===== config.mk =====
export PLATFORM = sky130hd
export DESIGN_NAME = fp16_to_pixel8_packer
export DESIGN_NICKNAME = d
export VERILOG_FILES = /design/src/rtl/fixed_point_pkg.sv /design/src/rtl/fp16_to_pixel8_round_sat.sv /design/src/rtl/fp16_to_pixel8_packer.sv
export SDC_FILE = /design/constraint.sdc
export NUM_CORES = 1
export LEC_CHECK = 0
export ABC_AREA = 1
export CORE_UTILIZATION = 49
export DETAILED_ROUTE_END_ITERATION = 7
export PLACE_DENSITY = 0.8
export SYNTH_ARGS = -nofsm -noshare
export SYNTH_HDL_FRONTEND = slang
export SYNTH_SLANG_ARGS = --single-unit

===== constraint.sdc =====
create_clock -name clk -period 2.25 [get_ports clk]
set_input_delay 0.45 -clock clk [delete_from_list [all_inputs] [get_ports clk]]
set_output_delay 0.45 -clock clk [all_outputs]
set_load 0.02 [all_outputs]

===== src/rtl/fixed_point_pkg.sv =====
// rtl/fixed_point_pkg.sv - shared Q-format constants for the pixel <-> fixed-point paths
package fixed_point_pkg;

    localparam int Q_INTEGER   = 2;
    localparam int Q_FRACTION  = 14;
    localparam int Q_WIDTH     = Q_INTEGER + Q_FRACTION;
    localparam int PIXEL_WIDTH = 8;
    localparam int Q_SHIFT     = Q_FRACTION - PIXEL_WIDTH;
    localparam int ROUND_CONST = 1 << (Q_SHIFT - 1);
    localparam int PIXEL_MAX   = (1 << PIXEL_WIDTH) - 1;

endpackage


===== src/rtl/fp16_to_pixel8_round_sat.sv =====
// rtl/fp16_to_pixel8_round_sat.sv - round-half-up and clamp of a signed Q value to an unsigned pixel
module fp16_to_pixel8_round_sat
    import fixed_point_pkg::*;
#(
    parameter int IN_INTEGER     = Q_INTEGER,
    parameter int IN_FRACTION    = Q_FRACTION,
    parameter int OUT_DATA_WIDTH = PIXEL_WIDTH
) (
    input  logic [IN_INTEGER+IN_FRACTION-1:0] fp_in,
    output logic [OUT_DATA_WIDTH-1:0]         pixel,
    output logic                              sat
);

    localparam int QW    = IN_INTEGER + IN_FRACTION;
    localparam int SHIFT = IN_FRACTION - OUT_DATA_WIDTH;
    localparam int RW    = QW + 1 - SHIFT;
    localparam logic [QW:0] ROUND = (QW + 1)'(1 << (SHIFT - 1));

    logic [QW:0]   sum;
    logic [RW-1:0] r;
    logic          neg;
    logic          over;

    // One guard bit keeps the rounding add from wrapping at the positive extreme.
    assign sum  = {fp_in[QW-1], fp_in} + ROUND;
    assign r    = RW'(sum >> SHIFT);
    assign neg  = r[RW-1];
    assign over = !neg && (|r[RW-2:OUT_DATA_WIDTH]);

    always_comb begin
        pixel = r[OUT_DATA_WIDTH-1:0];
        if (neg) begin
            pixel = '0;
        end else if (over) begin
            pixel = '1;
        end
        sat = neg || over;
    end

endmodule


===== src/rtl/fp16_to_pixel8_packer.sv =====
// rtl/fp16_to_pixel8_packer.sv - streams Q values to clamped pixels packed PACK_COUNT per word
module fp16_to_pixel8_packer
    import fixed_point_pkg::*;
#(
    parameter int IN_INTEGER     = Q_INTEGER,
    parameter int IN_FRACTION    = Q_FRACTION,
    parameter int OUT_DATA_WIDTH = PIXEL_WIDTH,
    parameter int PACK_COUNT     = 4,
    parameter int SAT_CNT_WIDTH  = 16
) (
    input  logic                                 clk,
    input  logic                                 rst,
    input  logic                                 in_valid,
    output logic                                 in_ready,
    input  logic [IN_INTEGER+IN_FRACTION-1:0]    FP_In,
    input  logic                                 in_last,
    output logic                                 out_valid,
    input  logic                                 out_ready,
    output logic [PACK_COUNT*OUT_DATA_WIDTH-1:0] out_data,
    output logic [PACK_COUNT-1:0]                out_keep,
    output logic                                 out_last,
    input  logic                                 sat_clear,
    output logic [SAT_CNT_WIDTH-1:0]             sat_count
);

    localparam int IDX_W = (PACK_COUNT > 1) ? $clog2(PACK_COUNT) : 1;
    localparam logic [IDX_W-1:0] LAST_IDX = IDX_W'(PACK_COUNT - 1);

    logic [OUT_DATA_WIDTH-1:0] conv_pixel;
    logic                      conv_sat;
    logic                      in_xfer;

    logic                      s1_valid;
    logic [OUT_DATA_WIDTH-1:0] s1_pixel;
    logic                      s1_last;
    logic                      s1_advance;

    logic [IDX_W-1:0]                     idx;
    logic [IDX_W-1:0]                     idx_n;
    logic [PACK_COUNT*OUT_DATA_WIDTH-1:0] data_n;
    logic [PACK_COUNT-1:0]                keep_n;
    logic                                 valid_n;
    logic                                 last_n;

    fp16_to_pixel8_round_sat #(
        .IN_INTEGER     (IN_INTEGER),
        .IN_FRACTION    (IN_FRACTION),
        .OUT_DATA_WIDTH (OUT_DATA_WIDTH)
    ) u_round_sat (
        .fp_in (FP_In),
        .pixel (conv_pixel),
        .sat   (conv_sat)
    );

    assign s1_advance = s1_valid && (!out_valid || out_ready);
    assign in_ready   = !s1_valid || s1_advance;
    assign in_xfer    = in_valid && in_ready;

    always_ff @(posedge clk or posedge rst) begin
        if (rst) begin
            s1_valid <= 1'b0;
            s1_pixel <= '0;
            s1_last  <= 1'b0;
        end else if (in_xfer) begin
            s1_valid <= 1'b1;
            s1_pixel <= conv_pixel;
            s1_last  <= in_last;
        end else if (s1_advance) begin
            s1_valid <= 1'b0;
        end
    end

    // idx==0 means the previous word has been handed off, so a new one begins.
    always_comb begin
        data_n  = out_data;
        keep_n  = out_keep;
        idx_n   = idx;
        valid_n = out_valid;
        last_n  = out_last;
        if (out_valid && out_ready) begin
            valid_n = 1'b0;
        end
        if (s1_advance) begin
            if (idx == '0) begin
                data_n = '0;
                keep_n = '0;
                last_n = 1'b0;
            end
            for (int i = 0; i < PACK_COUNT; i++) begin
                if (IDX_W'(i) == idx) begin
                    data_n[i*OUT_DATA_WIDTH +: OUT_DATA_WIDTH] = s1_pixel;
                    keep_n[i] = 1'b1;
                end
            end
            if (idx == LAST_IDX || s1_last) begin
                valid_n = 1'b1;
                last_n  = s1_last;
                idx_n   = '0;
            end else begin
                idx_n = idx + IDX_W'(1);
            end
        end
    end

    always_ff @(posedge clk or posedge rst) begin
        if (rst) begin
            out_valid <= 1'b0;
            out_data  <= '0;
            out_keep  <= '0;
            out_last  <= 1'b0;
            idx       <= '0;
        end else begin
            out_valid <= valid_n;
            out_data  <= data_n;
            out_keep  <= keep_n;
            out_last  <= last_n;
            idx       <= idx_n;
        end
    end

    always_ff @(posedge clk or posedge rst) begin
        if (rst) begin
            sat_count <= '0;
        end else if (sat_clear) begin
            sat_count <= '0;
        end else if (in_xfer && conv_sat && sat_count != '1) begin
            sat_count <= sat_count + SAT_CNT_WIDTH'(1);
        end
    end

endmodule


==> results.ini, run 1 <==
[run_status]
outcome=complete, no violations

[place]
dpl.cell_count=499
dp_hpwl_um=5180
placed_cell_area_um2=3990
place_ws_ps=-10.0
numPortBuffers=71
routabilityCongestion=0.877

[timing]
worst_pin_slew_ps=892
period_share_pct=94.8
finClkSkew_ps=13.0
slew_violations=0
setup_viol=0
fin_crit_ps=2130
finalSetupTns_ps=0
finalHoldViolCount=0
fmax_mhz=469
relSlewSlack_pct=40.5
rsz0062_at_grt=no
setup_slack_ps=116

[layout]
nets=463
num_antenna_cells=0
drive_gt1_share_pct=9.32
final_area_um2=4160
final_util_pct=68.6
multiInputGateArea_um2=1320
seqCellArea_um2=1650
area_growth_pct=31.7
instances_no_fill=515
fill_cells=513

[logic_synthesis]
synth_seq_cells=66
yosys.area.top_type_share_pct=52.3
synth_xor_area_share_pct=5.00
syn-cell-area_um2=3160
synth_fa_ha_area_share_pct=2.38
synth_top_family_by_area=simple AND/OR/NAND/NOR gates
synth_top_area_cell=dfrtp_1
ys_seq_area_share_pct=52.3
syn_nets=384
synth_warnings=0
synth_mux_area_share_pct=0
synth-simple-area-share_pct=22.7
syn_inst=356
synth_area_leaders=dfrtp_1 (52%), o21ai_0 (11%), nand3_1 (7.9%)
synth_compound_gate_area_share_pct=11.6
yosysUniqueCellTypes=27
avgSynthCellArea_um2=8.86

[global_routing]
grt-ovfl-total=0
antenna_found_initial=0
grt_use_met3_pct=4.29
met2_usage_pct=38.6
grt_pass1_vias=2622
grt_most_used_layer=met2
grt_usage_pct=23.8
grt_pass1_wl_um=12100
grt.met1_usage_pct=31.3
grt_max_degree=67

[clock_tree]
clkSinkCount=66
cts_resized=0
clk_pin_slew_ps=80
cts_hold_buffers=0
clockRootBuffer=clkbuf_8
cts_max_path_buffers=2
numCtsBuffers=9
ctsHtreeMaxLevel=3
cts_tree=done
clk_latency_ps=330
post_cts_buffers=0

[power_and_ir_drop]
leakage_nw=1.99
seq_power_share_pct=40.1
combPwrFrac_pct=40.0
p_per_area_nw_per_um2=1010
swShare_pct=37.8
clkPwrFrac_pct=19.9
vdd_ir_drop_max_uv=671
switching_power_mw=1.59
internal-power_mw=2.62

[setup_path]
crit_top_cell=clkdlybuf4s50_1
cp-end-kind=output port
cp.buffers_inverters=3
crit_family=buffers and inverters
cp-start-kind=input port
crit_required_ps=1800
crit_chain=clkdlybuf4s50_1, inv_1, nand3_1, clkdlybuf4s50_1
worst_path_max_delay_cell=clkdlybuf4s50_1
cp_slowest_stage_delay_ps=620
cp_max_fo=3
cp.arrival_ps=1680
critPathKind=input port to output port

[floorplan]
start_util_pct=52.1
ios=77
dieArea_um2=6770
die_h_um=82.3
rows=28
core_area_um2=6060
die_x_um=82.3

[route]
drt-initial-drc-count=152
wl_um=7240
viasPerCell=5.29
vias=2722
dr.pass1.iters=4
post-route-drc-count=0
ant_nets=0
wl_per_cell_um=14.1

[hold_path]
hold_class=register to register

[run]
cap_violations=0

## per-stage QoR
stage / power [mW] / hold slack, ps
floorplan: 2.56 / 472
global placement: 3.33 / 454
detailed placement: 3.39 / 458
CTS: 4.23 / 475
global route: 4.46 / 501
finish: 4.21 / 471
## layer usage
layer	routed length (um)	up-vias	part of all wire, %
li1	-	1340	-
met1	3260	1313	45
met2	3590	60	50
met3	278	9	3.8
met4	108	0	1.5
met5	0	-	0
## cells in the mapped netlist
library cell,number
a21oi_1,2
inv_2,2
dfrtp_1,66
nand4_1,4
or2_2,1
nand3_4,1
nand2_4,1
clkinv_1,1
nor2_4,3
nor2_1,14
xor2_1,14
buf_6,2
nand3_1,50
clkbuf_1,8
ha_1,6
nand3_2,1
nor3_1,3
xnor2_1,4
o21ai_0,68
a31o_2,1
buf_1,2
nand2_2,3
inv_1,31
nor2_2,3
nand2_1,63
a211oi_1,1
nand4_4,1
## logic make-up after synthesis
group | count (synthesis)
AND/OR/NAND/NOR | 148
AO/OA/AOI/OAI | 72
XOR/XNOR | 18
flip-flops | 66
buffers and inverters | 46
adder cells (fa/ha/maj) | 6
## registers in the layout, indices dropped and copies added (netlist names)
signal,count
out_valid,1
out_keep,4
idx,2
out_data,32
s1_valid,1
out_last,1
s1_last,1
s1_pixel,8
sat_count,16
## power groups by stage
stage / clock network [mW] / logic [mW] / registers (mW)
6_report: 0.838 / 1.68 / 1.69
5_1_grt: 0.893 / 1.85 / 1.72
4_1_cts: 0.847 / 1.69 / 1.69
3_5_place_dp: 0 / 1.68 / 1.71
3_3_place_gp: 0 / 1.63 / 1.70
2_1_floorplan: 0 / 0.550 / 2.01
## worst paths after layout
path	start	end	slack [ps]	cells after the start
setup / recovery	out_ready	in_ready	120	4
hold / removal	out_keep[0]	out_keep[0]	470	1
setup reg to reg	sat_count[0]	sat_count[12]	390	11
hold reg to reg	out_keep[0]	out_keep[0]	470	1
max in group asynchronous	rst	out_data[9]	1470	3
min in group asynchronous	rst	sat_count[8]	490	3
## worst reg2reg max path: stages (launching register included)
cell,delay [ps]
dfrtp_1,440
ha_1,240
nand2_1,100
nor2_2,150
nand2_2,100
nor2_4,160
nand4_4,130
nand2_2,110
nor2_4,40
buf_12,140
nand3_1,70
nand2_1,70
## final cells by class
class | instances | share of cell area [%]
clock buffer | 11 | 3.16
timing repair buffer | 80 | 19.3
tap | 75 | 2.26
sequential | 66 | 39.7
inverter | 34 | 3.07
multi-input combinational | 244 | 31.7
clock inverter | 5 | 0.753
## layout by cell type, fill, tap and decap left out
cell type,Yosys,layout
nand3_2,1,1
nand4_1,4,4
xnor2_1,4,4
dfrtp_1,66,66
clkinv_2,0,3
clkbuf_1,8,2
nand2_2,3,3
clkdlybuf4s50_1,0,71
clkinvlp_4,0,1
inv_2,2,3
xor2_1,14,14
ha_1,6,6
nand2_1,63,63
a211oi_1,1,1
clkinv_4,0,1
inv_1,31,30
a21oi_1,2,2
nor2_4,3,3
nor2_2,3,3
nand2_4,1,1
nor2_1,14,14
nand3_1,50,50
nor3_1,3,3
clkbuf_8,0,9
o21ai_0,68,68
or2_2,1,1
buf_4,0,7
buf_12,0,2
clkinv_1,1,1
a31o_2,1,1
nand4_4,1,1
nand3_4,1,1
(Power assumes the default switching activity.)
==> run 2, diff against run 1 <==
- CORE_MARGIN: default -> 3
==> run 2 against run 1 <==
Net effect:
- clock power rose by 43%
- cell area rose by 1.8%
- sequential power barely moved
- largest power group unchanged
==> results.ini, run 2 (synthesized netlist as in run 1, its figures left out) <==
[power_and_ir_drop]
leakage_nw=2.02  ; +1.5%
vdd_ir_drop_max_uv=720  ; +7.3%
p_total_mw=4.58  ; +8.9%
p_per_area_nw_per_um2=1080  ; +7.0%

[floorplan]
die_h_um=86.3  ; +4.9%
ios=77  ; unchanged
start_util_pct=52.1  ; unchanged
core_area_um2=6060  ; unchanged
rows=28  ; unchanged
die_x_um=86.3  ; +4.9%
dieArea_um2=7440  ; +10%

[timing]
finalHoldViolCount=0  ; unchanged
whs_ps=477  ; +6.28 ps
period_share_pct=94.6  ; -0.22 points
slew_violations=0  ; unchanged
finalSetupTns_ps=0  ; unchanged
setup_viol=0  ; unchanged
finClkSkew_ps=8.63  ; -4.37 ps
setup_slack_ps=121  ; +4.88 ps
fin_crit_ps=2130  ; -4.88 ps
relSlewSlack_pct=40.3  ; -0.12 points
worst_pin_slew_ps=894  ; +1.84 ps
rsz0062_at_grt=no
fmax_mhz=470  ; +0.23%

[place]
dp_hpwl_um=5250  ; +1.3%
dpl.cell_count=497  ; -0.40%
place_ws_ps=-5.04  ; +5.00 ps
routabilityCongestion=0.860  ; -1.9%
numPortBuffers=71  ; unchanged
placed_cell_area_um2=3990  ; about the same

[layout]
largest_reg_flops=32  ; unchanged
top_regs=out_data: 32 flops, sat_count: 16 flops, s1_pixel: 8 flops
drive_gt1_share_pct=9.15  ; -0.16 points
num_antenna_cells=0  ; unchanged
layout_commonest_cell=clkdlybuf4s50_1
instances_no_fill=512  ; -0.58%
top_register=out_data
final_util_pct=69.8  ; +1.2 points
final_area_um2=4230  ; +1.8%
area_growth_pct=34.0
nets=461  ; -0.43%
final_cell_mix=clkdlybuf4s50_1 (71), o21ai_0 (68), dfrtp_1 (66), nand2_1 (63), nand3_1 (50)

[setup_path]
critPathKind=input port to output port
crit_required_ps=1800  ; about the same
worst_path_max_delay_cell=clkdlybuf4s50_1
cp.arrival_ps=1680  ; about the same
cp_max_fo=3  ; unchanged
crit_top_cell=clkdlybuf4s50_1
cp-end-kind=output port
crit_chain=clkdlybuf4s50_1, inv_1, nand3_1, clkdlybuf4s50_1
cp_slowest_stage_delay_ps=620  ; about the same
crit_family=buffers and inverters
cp.buffers_inverters=3  ; unchanged
cp-start-kind=input port

[global_routing]
grt_use_met3_pct=4.47  ; +0.18 points
grt_pass1_wl_um=12400  ; +2.6%
grt-ovfl-total=0  ; unchanged
grt_pass1_vias=2629  ; +0.27%
grt_max_degree=67  ; unchanged
antenna_found_initial=0  ; unchanged
met2_usage_pct=35.2  ; -3.3 points
grt_most_used_layer=met2
grt_usage_pct=21.2  ; -2.6 points
grt.met1_usage_pct=27.6  ; -3.7 points

[clock_tree]
numCtsBuffers=9  ; unchanged
cts_resized=0  ; unchanged
post_cts_buffers=0  ; unchanged
cts_hold_buffers=0  ; unchanged
cts_tree=done
clkSinkCount=66  ; unchanged
ctsHtreeMaxLevel=3  ; unchanged
clk_latency_ps=350  ; +20 ps
cts_max_path_buffers=2  ; unchanged
clockRootBuffer=clkbuf_8
clk_pin_slew_ps=70  ; about the same

[run]
cap_violations=0  ; unchanged

[route]
post-route-drc-count=0  ; unchanged
vias=2786  ; +2.4%
wl_per_cell_um=14.6  ; +3.8%
drt-initial-drc-count=139  ; -8.6%
ant_nets=0  ; unchanged
dr.pass1.iters=4  ; unchanged
viasPerCell=5.44  ; +3.0%
wl_um=7470  ; +3.2%

[hold_path]
hold_class=input port to async pin

[run_status]
outcome=complete, no violations

==> run 2: cell types whose count changed in the layout (fill, tap and decap cells not counted), sizes merged <==
cell / delta
buf: -2
bufinv: +3
clkbuf: -2
clkinv: -3
inv: +1
==> run 2: worst min-delay path: stages <==
cell,delay [ps]
clkdlybuf4s50_1,410
inv_2,70
buf_12,290
==> run 2: path summary, 6_finish.rpt <==
kind / startpoint / to / slack (ps) / depth (start not counted)
setup / recovery: out_ready / in_ready / 120 / 4
hold / removal: rst / sat_count[1] / 480 / 3
setup reg to reg: sat_count[0] / sat_count[8] / 350 / 11
hold reg to reg: out_keep[0] / out_keep[0] / 490 / 1
max in group asynchronous: rst / s1_last / 1480 / 3
min in group clk: out_keep[0] / out_keep[0] / 490 / 1
==> run 2: per-layer routing <==
layer | vias up | share of wire, %
li1 | 1335 | -
met1 | 1344 | 42
met2 | 94 | 50
met3 | 13 | 6.4
met4 | 0 | 1.6
met5 | - | 0
==> run 2: area by class of cell <==
type	count	area, um2
multi-input cells	244	1320
well taps	75	93.8
inverters	34	128
flip-flops and latches	66	1650
clock inverters	6	115
fillers	466	1830
repair buffers	78	801
clock buffers	9	124
==> run 2: power breakdown <==
part	switching (mW)	internal (mW)	total [mW]
Sequential	0.186	1.51	1.69
Clock	0.468	0.735	1.20
Combinational	0.969	0.717	1.69
